--- config.mk ---
export PLATFORM = sky130hd
export DESIGN_NAME = lmsm_mem_sequencer_flat
export DESIGN_NICKNAME = d
export VERILOG_FILES = /design/src/rtl/lmsm_mem_sequencer_if.sv /design/src/rtl/lmsm_mem_sequencer.sv /design/src/flat_wrapper.sv
export SDC_FILE = /design/constraint.sdc
export NUM_CORES = 1
export LEC_CHECK = 0
export BUFFER_PORTS_ARGS = -buffer_cell sky130_fd_sc_hd__buf_2
export CORE_MARGIN = 10
export CORE_UTILIZATION = 51
export CTS_BUF_LIST = sky130_fd_sc_hd__clkbuf_8
export CTS_CLUSTER_DIAMETER = 40
export CTS_CLUSTER_SIZE = 10
export DETAILED_ROUTE_END_ITERATION = 8
export PLACE_DENSITY = 0.79
export SKIP_CTS_REPAIR_TIMING = 1
export SLEW_MARGIN = 5
export SYNTH_ARGS = -nofsm -noshare
export SYNTH_HDL_FRONTEND = slang
export SYNTH_SLANG_ARGS = --single-unit
--- constraint.sdc ---
create_clock -name clk -period 2.25 [get_ports clk]
set_clock_uncertainty 0.05 [all_clocks]
set_input_delay 0.45 -clock clk [delete_from_list [all_inputs] [get_ports clk]]
set_output_delay 0.45 -clock clk [all_outputs]
set_load 0.01 [all_outputs]
--- src/rtl/lmsm_mem_sequencer_if.sv ---
// Request, memory-bus and writeback signals shared between the MEM stage and
// the LM/SM sequencer. The sequencer connects through the slave modport.
interface lmsm_mem_sequencer_if #(
    parameter int ADDR_W = 16,
    parameter int NREG   = 8
);
    localparam int IDX_W = $clog2(NREG);

    logic              in_valid;
    logic [1:0]        in_op;
    logic [NREG-1:0]   in_mask;
    logic [ADDR_W-1:0] in_base;
    logic              in_flush;
    logic              mem_ready;

    logic [ADDR_W-1:0] mem_addr;
    logic              mem_rd;
    logic              mem_wr;
    logic [IDX_W-1:0]  sm_reg_sel;
    logic [IDX_W-1:0]  out_RDest;
    logic              out_W_reg;
    logic              out_Validity;
    logic              stall_MEM;
    logic              busy;
    logic              done;
    logic              err;

    modport master (
        output in_valid, in_op, in_mask, in_base, in_flush, mem_ready,
        input  mem_addr, mem_rd, mem_wr, sm_reg_sel, out_RDest, out_W_reg,
               out_Validity, stall_MEM, busy, done, err
    );

    modport slave (
        input  in_valid, in_op, in_mask, in_base, in_flush, mem_ready,
        output mem_addr, mem_rd, mem_wr, sm_reg_sel, out_RDest, out_W_reg,
               out_Validity, stall_MEM, busy, done, err
    );
endinterface

--- src/rtl/lmsm_mem_sequencer.sv ---
// Walks an LM/SM register mask in the MEM stage, issuing one memory access per
// set bit at consecutive addresses while holding MEM/WB through stall_MEM.
module lmsm_mem_sequencer #(
    parameter int ADDR_W   = 16,
    parameter int NREG     = 8,
    parameter int MAX_WAIT = 255
) (
    input logic                 clk,
    input logic                 resetn,
    lmsm_mem_sequencer_if.slave bus
);
    localparam int         IDX_W = $clog2(NREG);
    localparam int         CNT_W = 8;
    localparam logic [1:0] OP_LM = 2'b01;
    localparam logic [1:0] OP_SM = 2'b10;

    typedef enum logic {IDLE, ACCESS} state_t;

    state_t            state_q, state_n;
    logic [NREG-1:0]   mask_q, mask_n;
    logic              lm_q, lm_n;
    logic [CNT_W-1:0]  cnt_q, cnt_n;
    logic [ADDR_W-1:0] addr_q, addr_n;
    logic              rd_q, rd_n;
    logic              wr_q, wr_n;
    logic [IDX_W-1:0]  sel_q, sel_n;
    logic [IDX_W-1:0]  rdest_q, rdest_n;
    logic              wb_q, wb_n;
    logic              active_q, active_n;
    logic              done_q, done_n;
    logic              err_q, err_n;
    logic [NREG-1:0]   remain;
    logic              start_op;
    logic              to_idle;

    function automatic logic [IDX_W-1:0] lowest_idx(input logic [NREG-1:0] m);
        lowest_idx = '0;
        for (int i = NREG - 1; i >= 0; i--) begin
            if (m[i]) lowest_idx = IDX_W'(i);
        end
    endfunction

    assign remain   = mask_q & (mask_q - NREG'(1));
    assign start_op = (bus.in_op == OP_LM) || (bus.in_op == OP_SM);

    always_ff @(posedge clk or negedge resetn) begin
        if (!resetn) begin
            state_q  <= IDLE;
            mask_q   <= '0;
            lm_q     <= 1'b0;
            cnt_q    <= '0;
            addr_q   <= '0;
            rd_q     <= 1'b0;
            wr_q     <= 1'b0;
            sel_q    <= '0;
            rdest_q  <= '0;
            wb_q     <= 1'b0;
            active_q <= 1'b0;
            done_q   <= 1'b0;
            err_q    <= 1'b0;
        end else begin
            state_q  <= state_n;
            mask_q   <= mask_n;
            lm_q     <= lm_n;
            cnt_q    <= cnt_n;
            addr_q   <= addr_n;
            rd_q     <= rd_n;
            wr_q     <= wr_n;
            sel_q    <= sel_n;
            rdest_q  <= rdest_n;
            wb_q     <= wb_n;
            active_q <= active_n;
            done_q   <= done_n;
            err_q    <= err_n;
        end
    end

    // Flush outranks mem_ready; a timeout drops the pending element without writeback.
    always_comb begin
        state_n  = state_q;
        mask_n   = mask_q;
        lm_n     = lm_q;
        cnt_n    = cnt_q;
        addr_n   = addr_q;
        rd_n     = rd_q;
        wr_n     = wr_q;
        sel_n    = sel_q;
        rdest_n  = rdest_q;
        wb_n     = 1'b0;
        active_n = active_q;
        done_n   = 1'b0;
        err_n    = err_q;
        to_idle  = 1'b0;

        case (state_q)
            IDLE: begin
                if (bus.in_valid && !bus.in_flush && start_op) begin
                    if (bus.in_mask != '0) begin
                        state_n  = ACCESS;
                        mask_n   = bus.in_mask;
                        lm_n     = (bus.in_op == OP_LM);
                        cnt_n    = '0;
                        addr_n   = bus.in_base;
                        rd_n     = (bus.in_op == OP_LM);
                        wr_n     = (bus.in_op == OP_SM);
                        sel_n    = lowest_idx(bus.in_mask);
                        active_n = 1'b1;
                        err_n    = 1'b0;
                    end else begin
                        done_n = 1'b1;
                    end
                end
            end
            ACCESS: begin
                if (bus.in_flush) begin
                    to_idle = 1'b1;
                end else if (bus.mem_ready) begin
                    mask_n = remain;
                    cnt_n  = '0;
                    wb_n   = lm_q;
                    if (lm_q) rdest_n = lowest_idx(mask_q);
                    if (remain != '0) begin
                        addr_n = addr_q + ADDR_W'(1);
                        sel_n  = lowest_idx(remain);
                    end else begin
                        to_idle = 1'b1;
                        done_n  = 1'b1;
                    end
                end else if (cnt_q == CNT_W'(MAX_WAIT - 1)) begin
                    to_idle = 1'b1;
                    err_n   = 1'b1;
                end else begin
                    cnt_n = cnt_q + CNT_W'(1);
                end
            end
            default: to_idle = 1'b1;
        endcase

        if (to_idle) begin
            state_n  = IDLE;
            mask_n   = '0;
            cnt_n    = '0;
            addr_n   = '0;
            rd_n     = 1'b0;
            wr_n     = 1'b0;
            sel_n    = '0;
            active_n = 1'b0;
        end
    end

    assign bus.mem_addr     = addr_q;
    assign bus.mem_rd       = rd_q;
    assign bus.mem_wr       = wr_q;
    assign bus.sm_reg_sel   = sel_q;
    assign bus.out_RDest    = rdest_q;
    assign bus.out_W_reg    = wb_q;
    assign bus.out_Validity = wb_q;
    assign bus.stall_MEM    = active_q;
    assign bus.busy         = active_q;
    assign bus.done         = done_q;
    assign bus.err          = err_q;
endmodule

--- src/flat_wrapper.sv ---
// flat-port wrapper written by rule: the top's interface ports become plain ports
module lmsm_mem_sequencer_flat 
#(
    parameter int ADDR_W   = 16,
    parameter int NREG     = 8,
    parameter int MAX_WAIT = 255
)
  (clk, resetn, bus_in_valid, bus_in_op, bus_in_mask, bus_in_base, bus_in_flush, bus_mem_ready, bus_mem_addr, bus_mem_rd, bus_mem_wr, bus_sm_reg_sel, bus_out_RDest, bus_out_W_reg, bus_out_Validity, bus_stall_MEM, bus_busy, bus_done, bus_err);
  lmsm_mem_sequencer_if #(.ADDR_W(ADDR_W), .NREG(NREG)) bus_i ();
  input logic clk;
  input logic resetn;
  input wire logic [$bits(bus_i.in_valid)-1:0] bus_in_valid;
  input wire logic [$bits(bus_i.in_op)-1:0] bus_in_op;
  input wire logic [$bits(bus_i.in_mask)-1:0] bus_in_mask;
  input wire logic [$bits(bus_i.in_base)-1:0] bus_in_base;
  input wire logic [$bits(bus_i.in_flush)-1:0] bus_in_flush;
  input wire logic [$bits(bus_i.mem_ready)-1:0] bus_mem_ready;
  output wire logic [$bits(bus_i.mem_addr)-1:0] bus_mem_addr;
  output wire logic [$bits(bus_i.mem_rd)-1:0] bus_mem_rd;
  output wire logic [$bits(bus_i.mem_wr)-1:0] bus_mem_wr;
  output wire logic [$bits(bus_i.sm_reg_sel)-1:0] bus_sm_reg_sel;
  output wire logic [$bits(bus_i.out_RDest)-1:0] bus_out_RDest;
  output wire logic [$bits(bus_i.out_W_reg)-1:0] bus_out_W_reg;
  output wire logic [$bits(bus_i.out_Validity)-1:0] bus_out_Validity;
  output wire logic [$bits(bus_i.stall_MEM)-1:0] bus_stall_MEM;
  output wire logic [$bits(bus_i.busy)-1:0] bus_busy;
  output wire logic [$bits(bus_i.done)-1:0] bus_done;
  output wire logic [$bits(bus_i.err)-1:0] bus_err;
  assign bus_i.in_valid = bus_in_valid;
  assign bus_i.in_op = bus_in_op;
  assign bus_i.in_mask = bus_in_mask;
  assign bus_i.in_base = bus_in_base;
  assign bus_i.in_flush = bus_in_flush;
  assign bus_i.mem_ready = bus_mem_ready;
  assign bus_mem_addr = bus_i.mem_addr;
  assign bus_mem_rd = bus_i.mem_rd;
  assign bus_mem_wr = bus_i.mem_wr;
  assign bus_sm_reg_sel = bus_i.sm_reg_sel;
  assign bus_out_RDest = bus_i.out_RDest;
  assign bus_out_W_reg = bus_i.out_W_reg;
  assign bus_out_Validity = bus_i.out_Validity;
  assign bus_stall_MEM = bus_i.stall_MEM;
  assign bus_busy = bus_i.busy;
  assign bus_done = bus_i.done;
  assign bus_err = bus_i.err;
  lmsm_mem_sequencer #(.ADDR_W(ADDR_W), .NREG(NREG), .MAX_WAIT(MAX_WAIT)) u_core (.clk(clk), .resetn(resetn), .bus(bus_i));
endmodule
# Word level (Yosys, flattened, before mapping)
# Cells that the tools add are included.
# Widths: inputs -> output; s select.
# word_totals
ff_bits,46
# op_classes
muxes,86
n_reduce_logical,15
n_bitwise,3
add_sub_neg,3
n_eq_ne,15
# ops
cell,count
$mux 16,6
$mux 3,30
$mux 8,11
$mux 1,33
$pmux 16 s2,1
$pmux 8 s2,2
$add 16x1->16 const B,1
$reduce_bool 8->1,2
$reduce_and 4->1,3
$reduce_and 5->1,2
$ne 3x3->1 const B,3
$add 8x1->8 const B,1
$and 8x8->8,1
$eq 8x8->1 const B,1
$ne 2x2->1 const B,4
$sub 8x1->8 const B,1
$ne 3x1->1 const B,2
$pmux 3 s2,1
$reduce_and 3->1,2
$ne 2x1->1 const B,2
$ne 4x4->1 const B,1
$pmux 1 s2,2
$reduce_bool 2->1,2
$eq 2x1->1 const B,1
5 further kinds,7

# Logic depth before layout (Yosys ltp)
# logic_depth
word_depth,15
mapped_depth,10
mapped_depth_nobuf,8

# Worst setup path after synthesis
# Ideal clock, no wire load.
# synth_path
kind,register -> register
startpoint,register u_core.mask_q[0]
endpoint,"register u_core.addr_q[9], in the netlist u_core.bus.mem_addr[9]"
path_slack_ns,-0.082
path_buffers,4
required_time_ns,2.079
path_stages_with_launch,11
arrival_ns,2.161
synth_period_minus_slack_ns,2.332
path_cell_list,dfrtp_1 -> buf_6 -> or4_4 -> buf_6 -> nor3_2 -> nor2_1 -> o21a_1 -> buf_6 -> buf_6 -> a32o_1 -> a22o_1
# synth_between
elab_chain_cells,9
word_cells_on_any_way,14
classes_between,add/sub (1); eq/ne (5); mux (5); bitwise (1); reduce/logical (2)
# synth_rtl
item,line,text
start: declaration,lmsm_mem_sequencer.sv:20,"logic [NREG-1:0] mask_q, mask_n;"
start signal: assignment,lmsm_mem_sequencer.sv:63,mask_q <= mask_n;
$sub 8x1->8,lmsm_mem_sequencer.sv:43,assign remain = mask_q & (mask_q - NREG'(1));
$and 8x8->8 (*),lmsm_mem_sequencer.sv:43,
$reduce_bool 8->1 (*),lmsm_mem_sequencer.sv:122,if (remain != '0) begin
$mux 1,lmsm_mem_sequencer.sv:122,
$mux 1,lmsm_mem_sequencer.sv:117,end else if (bus.mem_ready) begin
$mux 1,lmsm_mem_sequencer.sv:115,if (bus.in_flush) begin
$mux 1,lmsm_mem_sequencer.sv:95,case (state_q)
$ne 3x3->1 (no source line) / $ne 3x1->1 (equally long branches),--,
$reduce_and 5->1 (no source line),--,
end signal: assignment,lmsm_mem_sequencer.sv:66,addr_q <= addr_n;
end: declaration,lmsm_mem_sequencer.sv:23,"logic [ADDR_W-1:0] addr_q, addr_n;"
# Every way passes the cells marked *; elsewhere a longest branch is shown, timed or not.
# A chain may end at the register's enable or synchronous reset.

# Final worst setup path
# layout_path
startpoint,register u_core.mask_q[1]
endpoint,register u_core.mask_q[7]
# layout_between
elab_chain_cells,9
word_cells_on_any_way,16
classes_between,add/sub (1); eq/ne (4); mux (8); bitwise (1); reduce/logical (2)
# layout_rtl
item,line
$sub 8x1->8,lmsm_mem_sequencer.sv:43
$and 8x8->8 (*),lmsm_mem_sequencer.sv:43
$reduce_bool 8->1,lmsm_mem_sequencer.sv:122
$mux 1,lmsm_mem_sequencer.sv:122
$mux 1,lmsm_mem_sequencer.sv:117
$mux 1,lmsm_mem_sequencer.sv:115
$mux 1,lmsm_mem_sequencer.sv:95
$ne 3x3->1 (no source line) / $ne 3x1->1 (equally long branches),--
$reduce_and 4->1 (no source line),--
# Every way passes the cells marked *; elsewhere a longest branch is shown, timed or not. The select of a mux whose other input is x is not followed.

==> out/summary.md <==
The run finished with clean final reports. For this configuration, the core starts out at a cell density of 53.0%. The tools report the row count as 26. Setup repair after global routing could not meet its margin everywhere. The finished layout holds 463 standard cells, fillers aside. Final core utilization: 66.6%. In this run, placement finished with an instance count of 452. In the global route stage, overall resource usage came out at 17.9%.

The repair_antennas step left the layout with diodes totalling 0. The tools report the CTS root buffer as sky130_fd_sc_hd__clkbuf_8. After detailed routing, the number of vias per cell comes to 6.00.

The commonest register cell after synthesis is sky130_fd_sc_hd__dfrtp_1. The number of max-slew violations in the final report was 0. Final wirelength: 8030 um. The worst pin sits at a relative slew slack of 50.8%. Maximum number of pins on one net before global-route repair: 25.

For this design the static power due to leakage is 1.66 nW. The fraction of synthesis flops using an asynchronous set or reset pin was 100%. Among the stages of the critical path, the cell type that occurs most often is sky130_fd_sc_hd__buf_6. The slowest stage of the critical path is the sky130_fd_sc_hd__or4_4 cell. Counting the fill cells in the layout gives 428.

The I/O pin count is 61, and the floorplan die height is 93.3 um. The register bit total from synthesis was 46. The largest vdd supply drop is 644 uV, and the number of nets at the end of the flow is 428.

The tools report the critical path data arrival time as 2.34 ns. The share of total power dissipated in the clock network is 11.8%. At the later pin of the worst-skew pair, clock insertion delay measures 0.31 ns. In the routed design, unresolved DRC markers number 0.

In the final layout, the multi-input gates occupy 1400 um^2. The via count of the first global-routing pass is 2732. Delay of the slowest cell on the worst path: 0.58 ns. The worst setup path is launched from a flop.

The type of destination of the critical path is a flop. The logs give 456 MHz for the achievable frequency and 2.39 ns for the endpoint required time on the critical path. Counting the buffers created by CTS gives 5.

The net switching power is 1.95 mW. The internal portion of total power is 2.51 mW. The final estimated routing congestion in global placement came out at 0.966. After global routing the overflow that remains totals 0. Summing every instance area after synthesis gives 2740 um^2. The final critical path takes up 97.6% of the cycle. Cells with a size suffix above 1 make up 29.8% of the layout. Per report_power, the combinational group accounts for 55.0% of the total. Hold is met by 0.0862 ns. The total chip power was 4.46 mW; the shortest clock period the worst path allows after layout was 2.20 ns. The count of distinct cell types in the synthesized netlist came out at 54. The clock net sink count is 46, and the layout overhead on the synthesized area is 25.7%. The number of nets handed over by synthesis was 348. TritonCTS built the clock tree. The first routing iteration left 208 violations. In the final layout, flip-flops and latches occupy 1150 um^2.

Clock-pin slew was measured on the worst setup and hold paths at 0.08 ns. The pre-antenna-repair detailed-routing pass consisted of 6 iterations. Dividing total power by cell area gives a power density of 1290 nW/um^2. The maximum buffer depth of the clock tree came out at 2. The synthesized design contains 0 enable-type register cells.

The floorplan step defined a die boundary enclosing 8710 um^2. The run gives 0 as the total number of yosys warnings. The first global-routing pass estimated 12900 um of wire. The logs give 0 for the number of maximum-capacitance violations and 0 for the residual antenna-violating net count after detailed routing. Net switching is 43.8% of the power.

Of all nets on the critical path, the largest fanout is 7. The cell count after synthesis came out at 312. The synthesized area divided by synthesized cell count came out at 8.79 um^2. Traced cell by cell, the critical path runs through or4_4, a21oi_2, nor2_2, buf_6, o21ai_4, buf_6, o21ai_1, a22o_1. The worst setup path is of the reg2reg kind. Sequential elements use 42.0% of the synthesized area.

The CTS H-tree depth was 2; the total of buffers placed on input and output ports was 60. The routed length per placed instance is 17.4 um. The die is 93.3 um wide. The share of total power in sequential cells is 33.2%, and the area of the core is 5170 um^2.

The final hold violation count is 0. Setup violations remaining at the end of the flow were counted as 0. The logs give 0 for the number of antenna violations at the first check in global routing and 5980 um for the HPWL after detailed placement. The worst hold path class was in2async.

At the pin with the least slew margin, the transition time is 0.733 ns. Detailed routing inserted a total of 2778 vias.
path summary, 6_finish.rpt:
kind | start | to | slack [ns] | cells past startpoint
worst max-delay path | u_core.mask_q[1] | u_core.mask_q[7] | 0.05 | 8
worst min-delay path | resetn | u_core.bus.out_Validity | 0.09 | 1
worst max register to register | u_core.mask_q[1] | u_core.mask_q[7] | 0.05 | 8
worst min register to register | u_core.bus.out_RDest[1] | u_core.bus.out_RDest[1] | 0.43 | 2
max in group asynchronous | resetn | u_core.bus.mem_addr[0] | 1.53 | 2
min in group clk | bus_in_flush | u_core.bus.done | 0.35 | 2
per-stage QoR:
stage	instance area, um^2	setup WS, ns	setup TNS (ns)
3_5_place_dp	3290	-0.151	-2.10
4_1_cts	3380	-0.0894	-0.444
6_report	3440	0.0547	0
3_3_place_gp	3290	-0.0531	-0.253
5_1_grt	3440	-0.0435	-0.166
2_1_floorplan	2760	-0.0429	-0.135
sequential cells by signal, summed over array words and instances, names as in the netlist:
name and flops:
u_core.lm_q 1, u_core.cnt_q 8, u_core.bus.mem_wr 1, u_core.bus.done 1, u_core.mask_q 8, u_core.bus.sm_reg_sel 3, u_core.state_q 1, u_core.bus.err 1
u_core.bus.busy 1, u_core.bus.out_RDest 3, u_core.bus.mem_rd 1, u_core.bus.mem_addr 16, u_core.bus.out_Validity 1
logic make-up (layout without fill, tap and decap cells):
kind of cell | Yosys count | after routing | synth area share, %
fa+ha+maj | 8 | 8 | 3.38
flops | 46 | 46 | 42.0
simple gates | 95 | 95 | 17.0
xor+xnor | 2 | 2 | 0.639
mux | 2 | 2 | 0.776
compound gates | 109 | 109 | 27.7
buf+inv | 50 | 131 | 8.44
layout make-up:
class / instances / area share (%)
clock inverter: 2 / 0.254
sequential: 46 / 33.5
tap: 70 / 2.54
timing repair buffer: 97 / 18.0
inverter: 26 / 2.83
clock buffer: 6 / 2.40
multi-input combinational: 216 / 40.5
metal layers:
layer,track usage (%),up-vias,wire length [um]
met5,0,-,0
met4,7.97,0,185
met3,5.76,25,792
met2,29.3,145,3920
met1,20.9,1322,3140
li1,-,1286,-
power groups by stage:
| stage | combinational [mW] | clock [mW] | sequential [mW] |
|---|---|---|---|
| after CTS | 2.34 | 0.534 | 1.47 |
| after global routing | 2.68 | 0.567 | 1.52 |
| after floorplan | 1.43 | 0 | 1.45 |
| after detailed placement | 2.32 | 0 | 1.48 |
| final | 2.45 | 0.525 | 1.48 |
| after global placement | 2.25 | 0 | 1.46 |
synth_stat cells, types with 5 or more instances:
cell type / instances / area, um^2
sky130_fd_sc_hd__dfrtp_1: 46 / 1150
sky130_fd_sc_hd__o21ai_0: 34 / 170
sky130_fd_sc_hd__nor2_1: 27 / 101
sky130_fd_sc_hd__inv_1: 25 / 93.8
sky130_fd_sc_hd__nand2_1: 23 / 86.3
sky130_fd_sc_hd__a22o_1: 19 / 166
sky130_fd_sc_hd__a21oi_1: 13 / 65.1
sky130_fd_sc_hd__clkbuf_1: 13 / 48.8
sky130_fd_sc_hd__nand3_1: 11 / 55.1
sky130_fd_sc_hd__a32o_1: 9 / 90.1
sky130_fd_sc_hd__and3_1: 6 / 37.5
sky130_fd_sc_hd__ha_1: 5 / 62.6
sky130_fd_sc_hd__nor3_1: 5 / 25.0
sky130_fd_sc_hd__o31ai_1: 5 / 37.5
cell usage in the layout, fill, tap and decap left out, types with 3 or more instances in the layout:
| cell type | n |
|---|---|
| sky130_fd_sc_hd__buf_2 | 61 |
| sky130_fd_sc_hd__dfrtp_1 | 44 |
| sky130_fd_sc_hd__o21ai_0 | 29 |
| sky130_fd_sc_hd__buf_4 | 29 |
| sky130_fd_sc_hd__inv_1 | 26 |
| sky130_fd_sc_hd__nor2_1 | 26 |
| sky130_fd_sc_hd__nand2_1 | 23 |
| sky130_fd_sc_hd__a22o_1 | 19 |
| sky130_fd_sc_hd__a21oi_1 | 12 |
| sky130_fd_sc_hd__nand3_1 | 11 |
| sky130_fd_sc_hd__a32o_1 | 9 |
| sky130_fd_sc_hd__and3_1 | 6 |
| sky130_fd_sc_hd__clkbuf_8 | 6 |
| sky130_fd_sc_hd__o21ai_1 | 5 |
| sky130_fd_sc_hd__o31ai_1 | 5 |
| sky130_fd_sc_hd__ha_1 | 5 |
| sky130_fd_sc_hd__buf_6 | 5 |
| sky130_fd_sc_hd__nor4_1 | 4 |
| sky130_fd_sc_hd__nand2b_1 | 4 |
| sky130_fd_sc_hd__nor3_1 | 4 |
| sky130_fd_sc_hd__maj3_1 | 3 |
| sky130_fd_sc_hd__or3_1 | 3 |
| sky130_fd_sc_hd__o21a_1 | 3 |
critical path, delay by kind of cell (launching register included):
kind	cells	cell delay [ns]
compound gates	4	0.67
buf+inv	2	0.27
flops	1	0.43
simple gates	2	0.64
Power figures use the tool's default switching activity.
